`config.mk`:
```
export PLATFORM = sky130hd
export DESIGN_NAME = wb_apb_bridge_sync
export DESIGN_NICKNAME = d
export VERILOG_FILES = /design/src/rtl/wb_apb_bridge_sync.sv
export SDC_FILE = /design/constraint.sdc
export NUM_CORES = 1
export LEC_CHECK = 0
export BUFFER_PORTS_ARGS = -buffer_cell sky130_fd_sc_hd__buf_2
export CELL_PAD_IN_SITES_DETAIL_PLACEMENT = 1
export CELL_PAD_IN_SITES_GLOBAL_PLACEMENT = 2
export CORE_ASPECT_RATIO = 1.5
export CORE_UTILIZATION = 24
export CTS_BUF_LIST = sky130_fd_sc_hd__clkbuf_16
export DETAILED_ROUTE_END_ITERATION = 8
export MAX_ROUTING_LAYER = met4
export PLACE_DENSITY_LB_ADDON = 0.1
export SLEW_MARGIN = 30
export SYNTH_ARGS = -nofsm -noshare
export SYNTH_HDL_FRONTEND = slang
export SYNTH_SLANG_ARGS = --single-unit
```
`constraint.sdc`:
```
create_clock -name wb_clk_i -period 2.26 [get_ports wb_clk_i]
set_clock_uncertainty 0.1 [all_clocks]
set_input_delay 0.226 -clock wb_clk_i [delete_from_list [all_inputs] [get_ports wb_clk_i]]
set_output_delay 0.226 -clock wb_clk_i [all_outputs]
set_load 0.02 [all_outputs]
```
`src/rtl/wb_apb_bridge_sync.sv`:
```
// ---------------------------------------------------------------------------
// wb_apb_bridge_sync
//
// Purpose:
//   Wishbone classic slave to APB master bridge. Each single Wishbone
//   transfer becomes one APB SETUP/ACCESS transfer. PREADY wait states and
//   PSLVERR are honoured. The result comes back as a registered one-cycle
//   ack or err, and the read data is held on wbs_dat_o until the next read.
//
// Optional feature (compile-time macro WB2APB_TIMEOUT_EN):
//   When defined, a 16-bit watchdog counts ACCESS cycles with PREADY low.
//   When it reaches TIMEOUT_CYCLES with PREADY still low, the transfer is
//   aborted. The bridge then reports err together with a timeout_o pulse,
//   and a read returns DEAD_BEEF. When the macro is undefined, no counter
//   is built and timeout_o is constant 0.
//
// Parameters:
//   ADDR_W          address width
//   DATA_W          data width (strobe width DATA_W/8)
//   TIMEOUT_CYCLES  watchdog limit, 1..65535 (only used with the macro)
//
// Ports:
//   wb_clk_i, wb_rst_i        clock, synchronous active-high reset
//   wbs_cyc_i/stb_i/we_i      Wishbone request qualifiers
//   wbs_sel_i/dat_i/adr_i     Wishbone byte selects, write data, address
//   wbs_ack_o/err_o/dat_o     Wishbone response (registered)
//   m_apb_addr/sel/ena/write  APB PADDR/PSEL/PENABLE/PWRITE (registered)
//   m_apb_wdata/pstb          APB PWDATA/PSTRB (registered)
//   m_apb_rdata/rready/slverr APB PRDATA/PREADY/PSLVERR
//   timeout_o                 one-cycle pulse on watchdog abort
// ---------------------------------------------------------------------------
module wb_apb_bridge_sync #(
  parameter int ADDR_W         = 32,
  parameter int DATA_W         = 32,
  parameter int TIMEOUT_CYCLES = 255
) (
  input  logic                  wb_clk_i,
  input  logic                  wb_rst_i,
  input  logic                  wbs_stb_i,
  input  logic                  wbs_cyc_i,
  input  logic                  wbs_we_i,
  input  logic [DATA_W/8-1:0]   wbs_sel_i,
  input  logic [DATA_W-1:0]     wbs_dat_i,
  input  logic [ADDR_W-1:0]     wbs_adr_i,
  output logic                  wbs_ack_o,
  output logic                  wbs_err_o,
  output logic [DATA_W-1:0]     wbs_dat_o,
  output logic [ADDR_W-1:0]     m_apb_addr,
  output logic                  m_apb_sel,
  output logic                  m_apb_ena,
  output logic                  m_apb_write,
  output logic [DATA_W-1:0]     m_apb_wdata,
  output logic [DATA_W/8-1:0]   m_apb_pstb,
  input  logic [DATA_W-1:0]     m_apb_rdata,
  input  logic                  m_apb_rready,
  input  logic                  m_apb_slverr,
  output logic                  timeout_o
);

  localparam int STRB_W = DATA_W / 8;

  typedef enum logic [1:0] {
    IDLE   = 2'd0,
    SETUP  = 2'd1,
    ACCESS = 2'd2,
    RESP   = 2'd3
  } state_t;

  state_t              state_r, state_s;
  logic [ADDR_W-1:0]   addr_r,  addr_s;
  logic [DATA_W-1:0]   wdata_r, wdata_s;
  logic                write_r, write_s;
  logic [STRB_W-1:0]   pstb_r,  pstb_s;
  logic                psel_r,  psel_s;
  logic                pena_r,  pena_s;
  logic [DATA_W-1:0]   rdata_r, rdata_s;
  logic                ack_r,   ack_s;
  logic                err_r,   err_s;

`ifdef WB2APB_TIMEOUT_EN
  localparam logic [15:0]       TIMEOUT_LIM  = 16'(TIMEOUT_CYCLES);
  localparam logic [DATA_W-1:0] TIMEOUT_DATA = DATA_W'(32'hDEAD_BEEF);

  logic [15:0] cnt_r, cnt_s;
  logic        tmo_r, tmo_s;
`else
  // The limit only matters when the watchdog is built; keep it referenced.
  logic [15:0] unused_timeout_cfg;
  assign unused_timeout_cfg = 16'(TIMEOUT_CYCLES);
`endif

  // Next-state and next-register computation for the transfer FSM.
  always_comb begin
    state_s = state_r;
    addr_s  = addr_r;
    wdata_s = wdata_r;
    write_s = write_r;
    pstb_s  = pstb_r;
    psel_s  = psel_r;
    pena_s  = pena_r;
    rdata_s = rdata_r;
    ack_s   = 1'b0;
    err_s   = 1'b0;
`ifdef WB2APB_TIMEOUT_EN
    cnt_s   = cnt_r;
    tmo_s   = 1'b0;
`endif

    case (state_r)
      IDLE: begin
        psel_s = 1'b0;
        pena_s = 1'b0;
        if (wbs_cyc_i && wbs_stb_i) begin
          addr_s  = wbs_adr_i;
          wdata_s = wbs_dat_i;
          write_s = wbs_we_i;
          // Reads never carry byte strobes on APB.
          pstb_s  = wbs_we_i ? wbs_sel_i : {STRB_W{1'b0}};
          psel_s  = 1'b1;
          state_s = SETUP;
        end else begin
          state_s = IDLE;
        end
      end

      SETUP: begin
        psel_s  = 1'b1;
        pena_s  = 1'b1;
        state_s = ACCESS;
`ifdef WB2APB_TIMEOUT_EN
        cnt_s   = 16'd0;
`endif
      end

      ACCESS: begin
        if (m_apb_rready) begin
          state_s = RESP;
          psel_s  = 1'b0;
          pena_s  = 1'b0;
          // PRDATA is captured even on PSLVERR; writes leave it alone.
          if (!write_r) begin
            rdata_s = m_apb_rdata;
          end else begin
            rdata_s = rdata_r;
          end
          // The response register is loaded on the edge entering RESP, so
          // cyc is qualified here; a host that has already left the cycle
          // gets nothing.
          if (wbs_cyc_i) begin
            err_s = m_apb_slverr;
            ack_s = ~m_apb_slverr;
          end else begin
            err_s = 1'b0;
            ack_s = 1'b0;
          end
        end else begin
`ifdef WB2APB_TIMEOUT_EN
          if (cnt_r == TIMEOUT_LIM) begin
            state_s = RESP;
            psel_s  = 1'b0;
            pena_s  = 1'b0;
            tmo_s   = 1'b1;
            if (!write_r) begin
              rdata_s = TIMEOUT_DATA;
            end else begin
              rdata_s = rdata_r;
            end
            if (wbs_cyc_i) begin
              err_s = 1'b1;
            end else begin
              err_s = 1'b0;
            end
          end else begin
            cnt_s = cnt_r + 16'd1;
          end
`else
          state_s = ACCESS;
`endif
        end
      end

      RESP: begin
        psel_s  = 1'b0;
        pena_s  = 1'b0;
        state_s = IDLE;
      end

      default: begin
        psel_s  = 1'b0;
        pena_s  = 1'b0;
        state_s = IDLE;
      end
    endcase
  end

  // State and output registers with synchronous reset.
  always_ff @(posedge wb_clk_i) begin
    if (wb_rst_i) begin
      state_r <= IDLE;
      addr_r  <= {ADDR_W{1'b0}};
      wdata_r <= {DATA_W{1'b0}};
      write_r <= 1'b0;
      pstb_r  <= {STRB_W{1'b0}};
      psel_r  <= 1'b0;
      pena_r  <= 1'b0;
      rdata_r <= {DATA_W{1'b0}};
      ack_r   <= 1'b0;
      err_r   <= 1'b0;
    end else begin
      state_r <= state_s;
      addr_r  <= addr_s;
      wdata_r <= wdata_s;
      write_r <= write_s;
      pstb_r  <= pstb_s;
      psel_r  <= psel_s;
      pena_r  <= pena_s;
      rdata_r <= rdata_s;
      ack_r   <= ack_s;
      err_r   <= err_s;
    end
  end

`ifdef WB2APB_TIMEOUT_EN
  // Watchdog counter and abort pulse registers.
  always_ff @(posedge wb_clk_i) begin
    if (wb_rst_i) begin
      cnt_r <= 16'd0;
      tmo_r <= 1'b0;
    end else begin
      cnt_r <= cnt_s;
      tmo_r <= tmo_s;
    end
  end

  assign timeout_o = tmo_r;
`else
  assign timeout_o = 1'b0;
`endif

  assign wbs_ack_o   = ack_r;
  assign wbs_err_o   = err_r;
  assign wbs_dat_o   = rdata_r;
  assign m_apb_addr  = addr_r;
  assign m_apb_sel   = psel_r;
  assign m_apb_ena   = pena_r;
  assign m_apb_write = write_r;
  assign m_apb_wdata = wdata_r;
  assign m_apb_pstb  = pstb_r;

endmodule
```
# [After elaboration in Yosys (flattened, before gate mapping)]
# Cells that the tools add are included.
[op_classes] addsub=0 n_mul=0 div_mod_pow=0 n_lt_le_gt_ge=0 n_eq_ne=4 shifts=0 mux=8 bitwise_logic=5 n_reduce_logical=6
[ops] op="$pmux W2 S4" count=1
[ops] op="$not A1 Y1" count=5
[ops] op="$eq A2 B2 Y1 const B" count=2
[ops] op="$mux W1" count=4
[ops] op="$mux W4" count=1
[ops] op="$pmux W1 S4" count=1
[ops] op="$reduce_or A4 Y1" count=1
[ops] op="$pmux W1 S3" count=1
[ops] op="$reduce_and A3 Y1" count=1
[ops] op="$eq A2 B1 Y1 const B" count=1
[ops] op="$logic_not A2 Y1" count=1
[ops] op="$ne A2 B2 Y1 const B" count=1
[ops] op="$reduce_and A2 Y1" count=1
[ops] op="$reduce_or A2 Y1" count=1
[ops] op="$logic_and A1 B1 Y1" count=1
[word_totals] regBits=107 latchBits=0 mem_bits_rw=0 romBits=0 inputBits=107 output_inout_bits=106 mem_count=0

# [Depth between registers and ports, before layout]
# Gate-level depths: netlist of run 1.
[logic_depth] word_depth=3 ltp_mapped=8

# [Worst setup path before layout of run 1]
# No wires, ideal clock.
[synth_timing] path_type="register -> register" from="register state_r[0]" to="register wdata_r[27] (netlist: m_apb_wdata[27])" t_arrival_ns=1.187 required_ns=2.028 setup_slack_ns=0.841 stages_incl_launch_ff=9 n_path_buf=3 period_less_slack_ns=1.419 path_cell_list="dfxtp_1 -> inv_1 -> ha_1 -> and3_1 -> buf_4 -> buf_6 -> buf_6 -> nand2_1 -> a21oi_1"
[synth_between] elab_chain_len=2
[synth_lines] element="start, declared" line="69" source="state_t state_r, state_s;"
[synth_lines] element="start signal, assigned" line="210" source="state_r <= state_s;"
[synth_lines] element="$logic_not A2 Y1" line="109" source="case (state_r)"
[synth_lines] element="$reduce_and A2 Y1 (no line)"
[synth_lines] element="end signal, assigned" line="201" source="wdata_r <= {DATA_W{1'b0}};"
[synth_lines] element="end signal, assigned" line="212" source="wdata_r <= wdata_s;"
[synth_lines] element="end, declared" line="71" source="logic [DATA_W-1:0] wdata_r, wdata_s;"
# No other way between the ends.
# A chain may end at the register's enable or synchronous reset.

# [Worst setup path after layout of run 1]
[layout_timing] from="register state_r[0]" to="register addr_r[20] (netlist: m_apb_addr[20])"
[layout_between] elab_chain_len=2
[layout_lines] element="$logic_not A2 Y1" line="109"
[layout_lines] element="$reduce_and A2 Y1 (no line)"
[layout_lines] element="end signal, assigned" line="200" source="addr_r <= {ADDR_W{1'b0}};"
[layout_lines] element="end signal, assigned" line="211" source="addr_r <= addr_s;"
[layout_lines] element="end, declared" line="70" source="logic [ADDR_W-1:0] addr_r, addr_s;"
# No other way between the ends.

==> metrics, run 1 <==
status=complete, no violations; Port-buffer cells=roughly 210; max-slew violations=0; row count=55; Worst EP arrival=1.86 ns; hpwl dp=9.12 mm; max_cap viols=0; post-CTS setup buffers=0; clock-pin slew of the registers on the worst-case setup and hold paths=0.08 ns; Worst slew margin=0.528; syn nets=just under 600; Synth Warn #=0; Syn Area/Cell=8.00 µm²; detailed-route wire length=between 10 and 15 mm; Final period util=0.781; setup slack, reg-to-reg=slightly below 0.5 ns; VDD IR-drop max=0.297 mV; Die Ht=155 µm; width of the chip=104 µm; Synth Instances=470; Initial Util=0.247; met3 Use GR=0.0335; CTS tree=built; Vias=3,862; Syn Std Cell Area=around 3800 µm²; reg2reg end=m_apb_addr[20]$_SDFFE_PP0P_; Max Root-Sink Buffers=2; RR Startpoint=state_r[0]$_SDFF_PP0_; Die ar.=16,200 µm²; dpl cells=852; htree depth=3; Fin Hold WS=between 0.015 and 0.02 ns; kind of critical path=register to register; unrepaired setup endpoints after global routing=false; gr usage total=0.158; pwr/cell area=roughly 760 nW/µm²; Synth async-reset ratio=0; Hold Path Class=primary input to register; Resized cells post-CTS=0; top post-synthesis cells by count=nand2_1, dfxtp_1, a21oi_1; CP endpoint kind=register; # IOs=213; grt peak-use layer=met2; #FFs+latches synth=107; initial DRC count=81; met1 usage=0.170; Req. time, crit path=2.35 ns; Fmax achieved=567 MHz; Final #Nets=roughly 780; largest net degree at the start of global routing=64; Detail Route Antenna Nets=0; fin cells=between 800 and 900; Tmin final=around 1.8 ns; CTS root buf=clkbuf_16; initial antenna violation count=0; GRT overflow=0; Slew @ Worst Pin=0.708 ns; ant diodes=0; Hold EP=wbs_dat_o[1]$_SDFFE_PP0P_; number of global-route vias before repair=between 3,000 and 4,000; Clock Sinks=107; top post-synthesis cells by area=dfxtp_1, nand2_1, a21oi_1, clkbuf_1, buf_2; Yosys top cell by area=dfxtp_1; Routability Congestion=0.743; area growth from synthesis to layout=42.0%; reg2reg path depth=6; GR Util met2=0.290; Seq/Total Area, Yosys=0.570; worst-path fanout max=26; most common cell in the netlist=nand2_1; PnR worst setup slack=0.495 ns; number of flops mapped to enable cells by yosys=0; final setup TNS=0 ns; WHS Path Cells=3; hold path start=m_apb_rdata[1]; Main synth FF type=dfxtp_1; Final Setup Violations=0; Num CTS Buffers=9; via density per instance=4.42; top cell type's share of synthesized area=0.570; layout cells sized above 1=0.345; wire per inst=14.3 µm; Filler Cell Count=1,870; Power, Total=4090 µW; core footprint=around 15,000 µm²; Unique masters post-synth=21; final hold vios=0; Leakage=0.00244 µW; first-pass GRT wire length=19.7 mm; worst skew pair latency=approximately 0.34 ns; DP Worst Slack=around 0.46 ns; Worst setup SP type=register; drt first pass iters=4; drt drc=0
==> worst max-delay path by stage <==
stage | from | end | slack, ns | cells after the start
CTS | state_r[0]$_SDFF_PP0_ | m_apb_addr[20]$_SDFFE_PP0P_ | 0.46 | 6
global placement | state_r[0]$_SDFF_PP0_ | m_apb_wdata[3]$_SDFFE_PP0P_ | 0.55 | 6
detailed placement | state_r[0]$_SDFF_PP0_ | m_apb_addr[20]$_SDFFE_PP0P_ | 0.46 | 6
finish | state_r[0]$_SDFF_PP0_ | m_apb_addr[20]$_SDFFE_PP0P_ | 0.49 | 6
global route | state_r[0]$_SDFF_PP0_ | m_apb_wdata[20]$_SDFFE_PP0P_ | 0.28 | 6
floorplan | state_r[0]$_SDFF_PP0_ | m_apb_wdata[27]$_SDFFE_PP0P_ | 0.84 | 8
==> power breakdown <==
group	total, µW	leakage, µW	internal, µW	switching (µW)
clock	1580	0.000143	858	722
combinational	507	0.00143	195	312
sequential	2000	0.000870	1960	39.0
==> flip-flops by register name, summed over array words and instances (netlist names) <==
register and flops:
m_apb_addr 32, m_apb_write 1, wbs_dat_o 32, m_apb_ena 1, m_apb_wdata 32, m_apb_pstb 4
state_r 2, wbs_err_o 1, wbs_ack_o 1, m_apb_sel 1
==> stage by stage <==
| step | area [µm²] | utilization |
|---|---|---|
| final | 5340 | 0.351 |
| after global routing | 5340 | 0.351 |
| after CTS | 5340 | 0.351 |
| after detailed placement | 4990 | 0.328 |
| after global placement | 4990 | 0.328 |
| after floorplan | 3760 | - |
==> final cells by class <==
| class | instances | area [µm²] | share of cell area |
|---|---|---|---|
| inverter | 3 | 11.3 | 0.00211 |
| tap | 199 | 249 | 0.0466 |
| timing repair buffer | 224 | 1210 | 0.226 |
| clock inverter | 7 | 67.6 | 0.0126 |
| multi-input combinational | 325 | 1440 | 0.269 |
| clock buffer | 9 | 225 | 0.0422 |
| sequential | 107 | 2140 | 0.401 |
==> cell usage in the layout (no fill, tap or decap), drive strengths merged <==
master | synthesis | layout
dfxtp | 107 | 107
nor4b | 2 | 2
nand2 | 199 | 199
and3b | 1 | 1
a311oi | 1 | 1
inv | 3 | 4
and3 | 1 | 1
nand3b | 1 | 1
a21oi | 101 | 101
nand3 | 6 | 6
nand2b | 2 | 2
bufinv | 0 | 1
ha | 4 | 4
nor2 | 3 | 3
dlygate4sd3 | 0 | 6
o21a | 1 | 1
clkbuf | 18 | 9
buf | 17 | 218
nor2b | 1 | 1
mux2i | 1 | 1
clkinv | 0 | 5
conb | 1 | 1
==> layer usage <==
| metal | wire (µm) | share of wire | vias to the layer above |
|---|---|---|---|
| met3 | 600 | 0.048 | 9 |
| met2 | 6570 | 0.53 | 126 |
| met5 | 0 | 0 | - |
| met4 | 128 | 0.010 | 0 |
| met1 | 5180 | 0.41 | 1828 |
| li1 | - | - | 1899 |
==> kinds of logic (layout without fill, tap and decap cells) <==
logic type,count (synthesis),count (layout),share of synthesized area
mux,1,1,0.00266
other cells,1,1,0.000997
simple gates,216,216,0.225
fa+ha+maj,4,4,0.0133
compound gates,103,103,0.139
buf+inv,38,243,0.0496
flops,107,107,0.570
==> worst max-delay path: stages (launching register included) <==
cell	delay, ns
dfxtp_1	0.32
inv_1	0.10
ha_1	0.18
nand3_2	0.42
buf_12	0.35
nand2_1	0.08
a21oi_1	0.06
==> what timing repair did <==
action / in CTS / in global routing
hold buffers: 6 / 0
setup endpoints to repair: 0 / 0
hold endpoints to repair: 6 / 0
Note: power is estimated with default switching activity, not from simulation.
==> run 2: changes to the inputs <==
--- a/config.mk
+++ b/config.mk
@@ -5,11 +5,12 @@
 export SDC_FILE = /design/constraint.sdc
 export NUM_CORES = 1
 export LEC_CHECK = 0
+export ABC_AREA = 1
 export BUFFER_PORTS_ARGS = -buffer_cell sky130_fd_sc_hd__buf_2
 export CELL_PAD_IN_SITES_DETAIL_PLACEMENT = 1
 export CELL_PAD_IN_SITES_GLOBAL_PLACEMENT = 2
 export CORE_ASPECT_RATIO = 1.5
-export CORE_UTILIZATION = 24
+export CORE_UTILIZATION = 20
 export CTS_BUF_LIST = sky130_fd_sc_hd__clkbuf_16
 export DETAILED_ROUTE_END_ITERATION = 8
 export MAX_ROUTING_LAYER = met4
==> constraint.sdc (replaced) <==
create_clock -name wb_clk_i -period 1.6 [get_ports wb_clk_i]
set_clock_uncertainty 0.1 [all_clocks]
set_input_delay 0.16 -clock wb_clk_i [delete_from_list [all_inputs] [get_ports wb_clk_i]]
set_output_delay 0.16 -clock wb_clk_i [all_outputs]
set_load 0.02 [all_outputs]
==> run 2 against run 1 <==
Net effect: worst setup slack worse by 0.36 ns; power up 54%; final cell count up 19%; fmax up 20%; first-iteration DRC count up 40%; register-to-register slack worse by 0.36 ns; die area up 20%; global-route usage down 1.0 points; area after synthesis up 0.43%.
==> metrics, run 2 <==
Final Setup Violations=0 (unchanged); Main synth FF type=dfxtp_1; number of global-route vias before repair=4,473 (+13%); core footprint=18,500 µm² (+22%); drt drc=0 (unchanged); top post-synthesis cells by count=nand2_1, dfxtp_1, a21oi_1; Worst EP arrival=1.65 ns (-0.21 ns); top cell type's share of synthesized area=0.567 (-0.00245); Worst path max stage delay=0.32 ns (-0.10 ns); Leakage=0.00308 µW (+26%); Syn Area/Cell=7.80 µm² (-2.5%); Clock Sinks=107 (unchanged); area growth from synthesis to layout=71.9%; gr usage total=0.148 (-0.00997); Initial Util=0.204 (-0.0436); Routability Congestion=0.660 (-11%); worst skew pair latency=0.35 ns (about the same); VDD IR-drop max=0.435 mV (+47%); detailed-route wire length=14.2 mm (+14%); setup slack, reg-to-reg=0.13 ns (-0.36 ns); status=complete, no violations; Synth Instances=484 (+3.0%); Syn Std Cell Area=3780 µm² (+0.43%); Vias=4,255 (+10%); Unique masters post-synth=19 (-9.5%); most common cell in the netlist=nand2_1; Final #Nets=894 (+14%); clock-pin slew of the registers on the worst-case setup and hold paths=0.07 ns (about the same); most frequent cells in the layout=buf_2, nand2_1, dfxtp_1, dlygate4sd3_1, a21oi_1; CP endpoint kind=register; Hold Path Class=primary input to register; Seq/Total Area, Yosys=0.567 (-0.00245); Max Root-Sink Buffers=2 (unchanged); worst-path fanout max=24 (-7.7%); final hold vios=0 (unchanged); Num CTS Buffers=9 (unchanged); PnR worst setup slack=0.131 ns (-0.364 ns); Setup crit end=m_apb_wdata[6]$_SDFFE_PP0P_; Req. time, crit path=1.78 ns (-0.57 ns); number of flops mapped to enable cells by yosys=0 (unchanged); Design Area, Final=6490 µm² (+22%); Yosys top cell by area=dfxtp_1; CTS root buf=clkbuf_16; DP Worst Slack=0.0604 ns (-0.400 ns); row count=61 (+11%); post-layout util=0.350 (-0.00110); Placed Area=5140 µm² (+3.0%); initial antenna violation count=1 (+1); Fmax achieved=681 MHz (+20%); CP Cell Sequence=inv_1, ha_1, nand3_4, inv_4, buf_12, nand2_1, a21oi_1; max-slew violations=0 (unchanged); largest net degree at the start of global routing=50 (-22%); kind of critical path=register to register; Tmin final=1.47 ns (-0.296 ns); reg2reg path depth=7 (+1); commonest non-fill, non-tap cell in the layout=buf_2; Worst Setup SP=state_r[0]$_SDFF_PP0_; max_cap viols=0 (unchanged); Power, Total=6280 µW (+54%); htree depth=3 (unchanged); unrepaired setup endpoints after global routing=false; Worst path slowest cell=dfxtp_1; first-pass GRT wire length=21.6 mm (+9.8%); reg2reg end=m_apb_wdata[6]$_SDFFE_PP0P_; hpwl dp=9.17 mm (+0.56%); GRT overflow=0 (unchanged); #FFs+latches synth=107 (unchanged); layout cells sized above 1=0.306 (-0.0393); # IOs=213 (unchanged); Port-buffer cells=211 (unchanged); Worst setup SP type=register; Synth Warn #=0 (unchanged); Synth async-reset ratio=0 (unchanged); pwr/cell area=967 nW/µm² (+26%); Final period util=0.918 (+0.137); final setup TNS=0 ns (unchanged); Die Ht=170 µm (+9.7%); Die ar.=19,500 µm² (+20%); via density per instance=4.09 (-7.5%); drt first pass iters=4 (unchanged); initial DRC count=113 (+40%); Detail Route Antenna Nets=0 (unchanged); syn nets=595 (+2.4%); RR Startpoint=state_r[0]$_SDFF_PP0_; Filler Cell Count=2,292 (+23%); wire per inst=13.6 µm (-4.6%); top post-synthesis cells by area=dfxtp_1, nand2_1, a21oi_1, nor2_1, o21ai_0; CTS tree=built; width of the chip=114 µm (+9.6%)
-- run 2: cell count changes after synthesis, moves of 2 or more --
cell      before  now
nor2_1         3   66
o21ai_0        0   27
nand2_1      199  149
buf_4          4    1
nand3_1        6    2
inv_1          3   14
buf_1          0    2
nor4_1         0    2
a21oi_1      101   72
nor4b_1        2    0
nand2b_1       2    0
clkbuf_1      18   15
o21ai_1        0    5
-- run 2: layout make-up --
| type | instances | area [µm²] | share of cell area |
|---|---|---|---|
| timing repair buffer | 320 | 2220 | 0.342 |
| sequential | 107 | 2140 | 0.330 |
| multi-input combinational | 330 | 1440 | 0.221 |
| tap | 252 | 315 | 0.0485 |
| clock buffer | 9 | 225 | 0.0347 |
| clock inverter | 7 | 91.3 | 0.0141 |
| inverter | 15 | 58.8 | 0.00905 |
| antenna | 1 | 2.50 | 0.000385 |
-- run 2: cells by family (layout without fill, tap and decap cells) --
group	count (synthesis)	after routing	synth area share
compound gates	104	104	0.138
fa+ha+maj	4	4	0.0132
buf+inv	47	351	0.0556
flops	107	107	0.567
other cells	1	2	0.000993
simple gates	221	221	0.225
-- run 2: repair_timing --
action | in CTS | in global routing
hold endpoints to repair | 99 | 0
buffers inserted | 0 | 0
resized for setup | 0 | 6
hold buffers | 99 | 0
endpoints found under the setup margin | 0 | 82
-- run 2: stage by stage --
| step | cells | hold WS, ns |
|---|---|---|
| final | 1041 | 0.0225 |
| after global routing | 1041 | 0.0393 |
| after CTS | 1039 | 0.0103 |
| after detailed placement | 924 | 0.254 |
| after global placement | 924 | 0.255 |
| after floorplan | 484 | 0.138 |
-- run 2: worst min-delay path by stage --
stage                 start                        to  slack (ns)  depth (start not counted)
2_1_floorplan  m_apb_slverr      wbs_ack_o$_SDFF_PP0_        0.14                          1
3_3_place_gp   m_apb_slverr      wbs_ack_o$_SDFF_PP0_        0.25                          2
3_5_place_dp   m_apb_slverr      wbs_ack_o$_SDFF_PP0_        0.25                          2
4_1_cts            wbs_we_i  m_apb_write$_SDFFE_PP0P_        0.01                          3
5_1_grt            wbs_we_i  m_apb_write$_SDFFE_PP0P_        0.04                          3
6_report           wbs_we_i  m_apb_write$_SDFFE_PP0P_        0.02                          3
-- run 2: where the power goes --
part           switching [µW]  internal (µW)  total (µW)
registers                59.2           2790        2850
clock network            1060           1370        2430
logic                     535            466        1000
total                    1660           4620        6280
-- run 2: layer usage --
layer  global-route usage  share of wire
met5                    -              0
met4               0.0751          0.028
met3               0.0264          0.049
met2                0.270           0.51
met1                0.150           0.41
-- run 2: critical path, delay by kind of cell (launching register included) --
kind / cells / cell delay (ns)
simple gates: 2 / 0.20
fa+ha+maj: 1 / 0.22
buf+inv: 3 / 0.40
compound gates: 1 / 0.15
flops: 1 / 0.32
==> run 3: changes to the inputs <==
--- a/config.mk
+++ b/config.mk
@@ -10,7 +10,7 @@
 export CELL_PAD_IN_SITES_DETAIL_PLACEMENT = 1
 export CELL_PAD_IN_SITES_GLOBAL_PLACEMENT = 2
 export CORE_ASPECT_RATIO = 1.5
-export CORE_UTILIZATION = 20
+export CORE_UTILIZATION = 24
 export CTS_BUF_LIST = sky130_fd_sc_hd__clkbuf_16
 export DETAILED_ROUTE_END_ITERATION = 8
 export MAX_ROUTING_LAYER = met4
==> constraint.sdc (replaced) <==
create_clock -name wb_clk_i -period 1.9 [get_ports wb_clk_i]
set_clock_uncertainty 0.1 [all_clocks]
set_input_delay 0.19 -clock wb_clk_i [delete_from_list [all_inputs] [get_ports wb_clk_i]]
set_output_delay 0.19 -clock wb_clk_i [all_outputs]
set_load 0.02 [all_outputs]
==> run 3 against run 2 <==
Net effect: global-route usage rose by 2.8 points; die area fell by 16%; critical path depth fell by 1; final cell count fell by 6.1%; sequential power fell by 16%; via count fell by 0.49%; flip-flop and latch count did not move; largest power group unchanged.
==> metrics, run 3 (synthesized netlist as in run 2, its figures left out) <==
final hold vios=0 (unchanged); Worst slew margin=0.666; clock network power share=0.396 (+0.009); ant diodes=0 (-1); pwr/cell area=845 nW/µm² (-13%); Slew @ Worst Pin=0.501 ns; status=complete, no violations; core footprint=15,200 µm² (-18%); htree depth=3 (unchanged); Max Root-Sink Buffers=2 (unchanged); switching power=1310 µW (-21%); Leakage=0.00302 µW (-1.9%); Die Ht=156 µm (-8.6%); clock-pin slew of the registers on the worst-case setup and hold paths=0.07 ns (about the same); Net Sw Frac=0.248 (-0.0158); detailed-route wire length=13.7 mm (-3.6%); Worst Path Buf+Inv=2 (-1); Worst path slowest cell=buf_4; drt first pass iters=4 (unchanged); CP Cell Sequence=inv_1, ha_1, nand3_2, buf_4, nand2_1, a21oi_1; layout cells sized above 1=0.303 (-0.00289); Die ar.=16,300 µm² (-16%); Hold Path Class=primary input to register; P_int=3980 µW (-14%); width of the chip=104 µm (-8.6%); GRT overflow=0 (unchanged); Worst EP arrival=1.84 ns (+0.19 ns); CTS tree=built; Gate power share=0.150 (-0.009); Crit path max-delay family=buffers and inverters; unrepaired setup endpoints after global routing=false; Filler Cell Count=1,893 (-17%); worst skew pair latency=0.34 ns (about the same); Initial Util=0.248 (+0.0447); Final Setup Violations=0 (unchanged); # IOs=213 (unchanged); post-layout util=0.412 (+0.0618); hpwl dp=9.16 mm (about the same); Vias=4,234 (-0.49%); Routability Congestion=0.671 (+1.8%); top sig layer=met4; CP endpoint kind=register; Fmax achieved=597 MHz (-12%); final setup TNS=0 ns (unchanged); Final period util=0.882 (-0.0367); CTS root buf=clkbuf_16; wire per inst=14.0 µm (+2.7%); Detail Route Antenna Nets=0 (unchanged); number of global-route vias before repair=4,473 (unchanged); drt drc=0 (unchanged); sequential share of power=0.454 (about the same); most frequent cells in the layout=buf_2, nand2_1, dfxtp_1, dlygate4sd3_1, a21oi_1; max-slew violations=0 (unchanged); Worst path max stage delay=0.44 ns (+0.12 ns); met3 WL=642 µm (-6.7%); gr usage total=0.176 (+0.0278); commonest non-fill, non-tap cell in the layout=buf_2; Req. time, crit path=2.06 ns (+0.28 ns); worst-path fanout max=44 (+83%); largest net degree at the start of global routing=45 (-10%); Tmin final=1.68 ns (+0.206 ns); Met2 Routed Length=7.39 mm (+2.1%); kind of critical path=register to register; max_cap viols=0 (unchanged); VDD IR-drop max=0.368 mV (-15%); Worst setup SP type=register; area growth from synthesis to layout=65.9%; Final #Nets=885 (-1.0%); initial DRC count=70 (-38%); Clock Sinks=107 (unchanged); via density per instance=4.33 (+5.9%); initial antenna violation count=0 (-1); post-CTS setup buffers=0 (unchanged); M1 WL=5.31 mm (-9.4%); first-pass GRT wire length=22.0 mm (+1.5%); row count=55 (-9.8%); Num CTS Buffers=9 (unchanged); Port-buffer cells=211 (unchanged)
-- run 3: final timing paths --
kind / from / to / slack [ns] / cells after the start
setup / recovery: state_r[0]$_SDFF_PP0_ / m_apb_wdata[1]$_SDFFE_PP0P_ / 0.22 / 6
hold / removal: wbs_dat_i[9] / m_apb_wdata[9]$_SDFFE_PP0P_ / 0.01 / 3
setup reg to reg: state_r[0]$_SDFF_PP0_ / m_apb_wdata[1]$_SDFFE_PP0P_ / 0.22 / 6
hold reg to reg: m_apb_wdata[19]$_SDFFE_PP0P_ / m_apb_wdata[19]$_SDFFE_PP0P_ / 0.36 / 2
-- run 3: per-layer routing --
layer / global-route usage / vias up
met3: 0.0317 / 21
met4: 0.0721 / 0
met2: 0.334 / 130
met1: 0.174 / 1977
li1: - / 2106
met5: - / -
-- run 3: tightest hold or removal path, stage by stage --
cell and delay (ns):
buf_2 0.10, nand2_1 0.06, a21oi_1 0.05
-- run 3: cell type report --
cell class / instances / area [µm²] / share of cell area
Timing Repair Buffer: 311 / 2060 / 0.329
Inverter: 15 / 56.3 / 0.00899
Clock inverter: 7 / 109 / 0.0174
Sequential cell: 107 / 2140 / 0.342
Clock buffer: 9 / 225 / 0.0359
Tap cell: 199 / 249 / 0.0397
Multi-Input combinational cell: 330 / 1430 / 0.227
-- run 3: repair_timing --
item / in CTS / in global routing
gates resized for setup: 0 / 0
hold buffers: 90 / 1
hold endpoints to repair: 91 / 1
-- run 3: per-stage QoR --
stage,hold WS (ns),setup slack [ns],total power [µW],cells,area (µm²)
2_1_floorplan,0.168,0.504,2810,484,3780
3_3_place_gp,0.276,0.315,3100,871,5020
3_5_place_dp,0.284,0.212,3110,871,5020
4_1_cts,0.000245,0.194,5390,977,6260
5_1_grt,0.00115,0.0373,5570,978,6270
6_report,0.0129,0.225,5290,978,6270
-- run 3: power by group through the flow --
stage          Clock (µW)  Combinational [µW]  Sequential (µW)
2_1_floorplan           0                 230             2580
3_3_place_gp            0                 647             2450
3_5_place_dp            0                 655             2450
4_1_cts              2190                 801             2400
5_1_grt              2280                 872             2410
6_report             2100                 794             2400
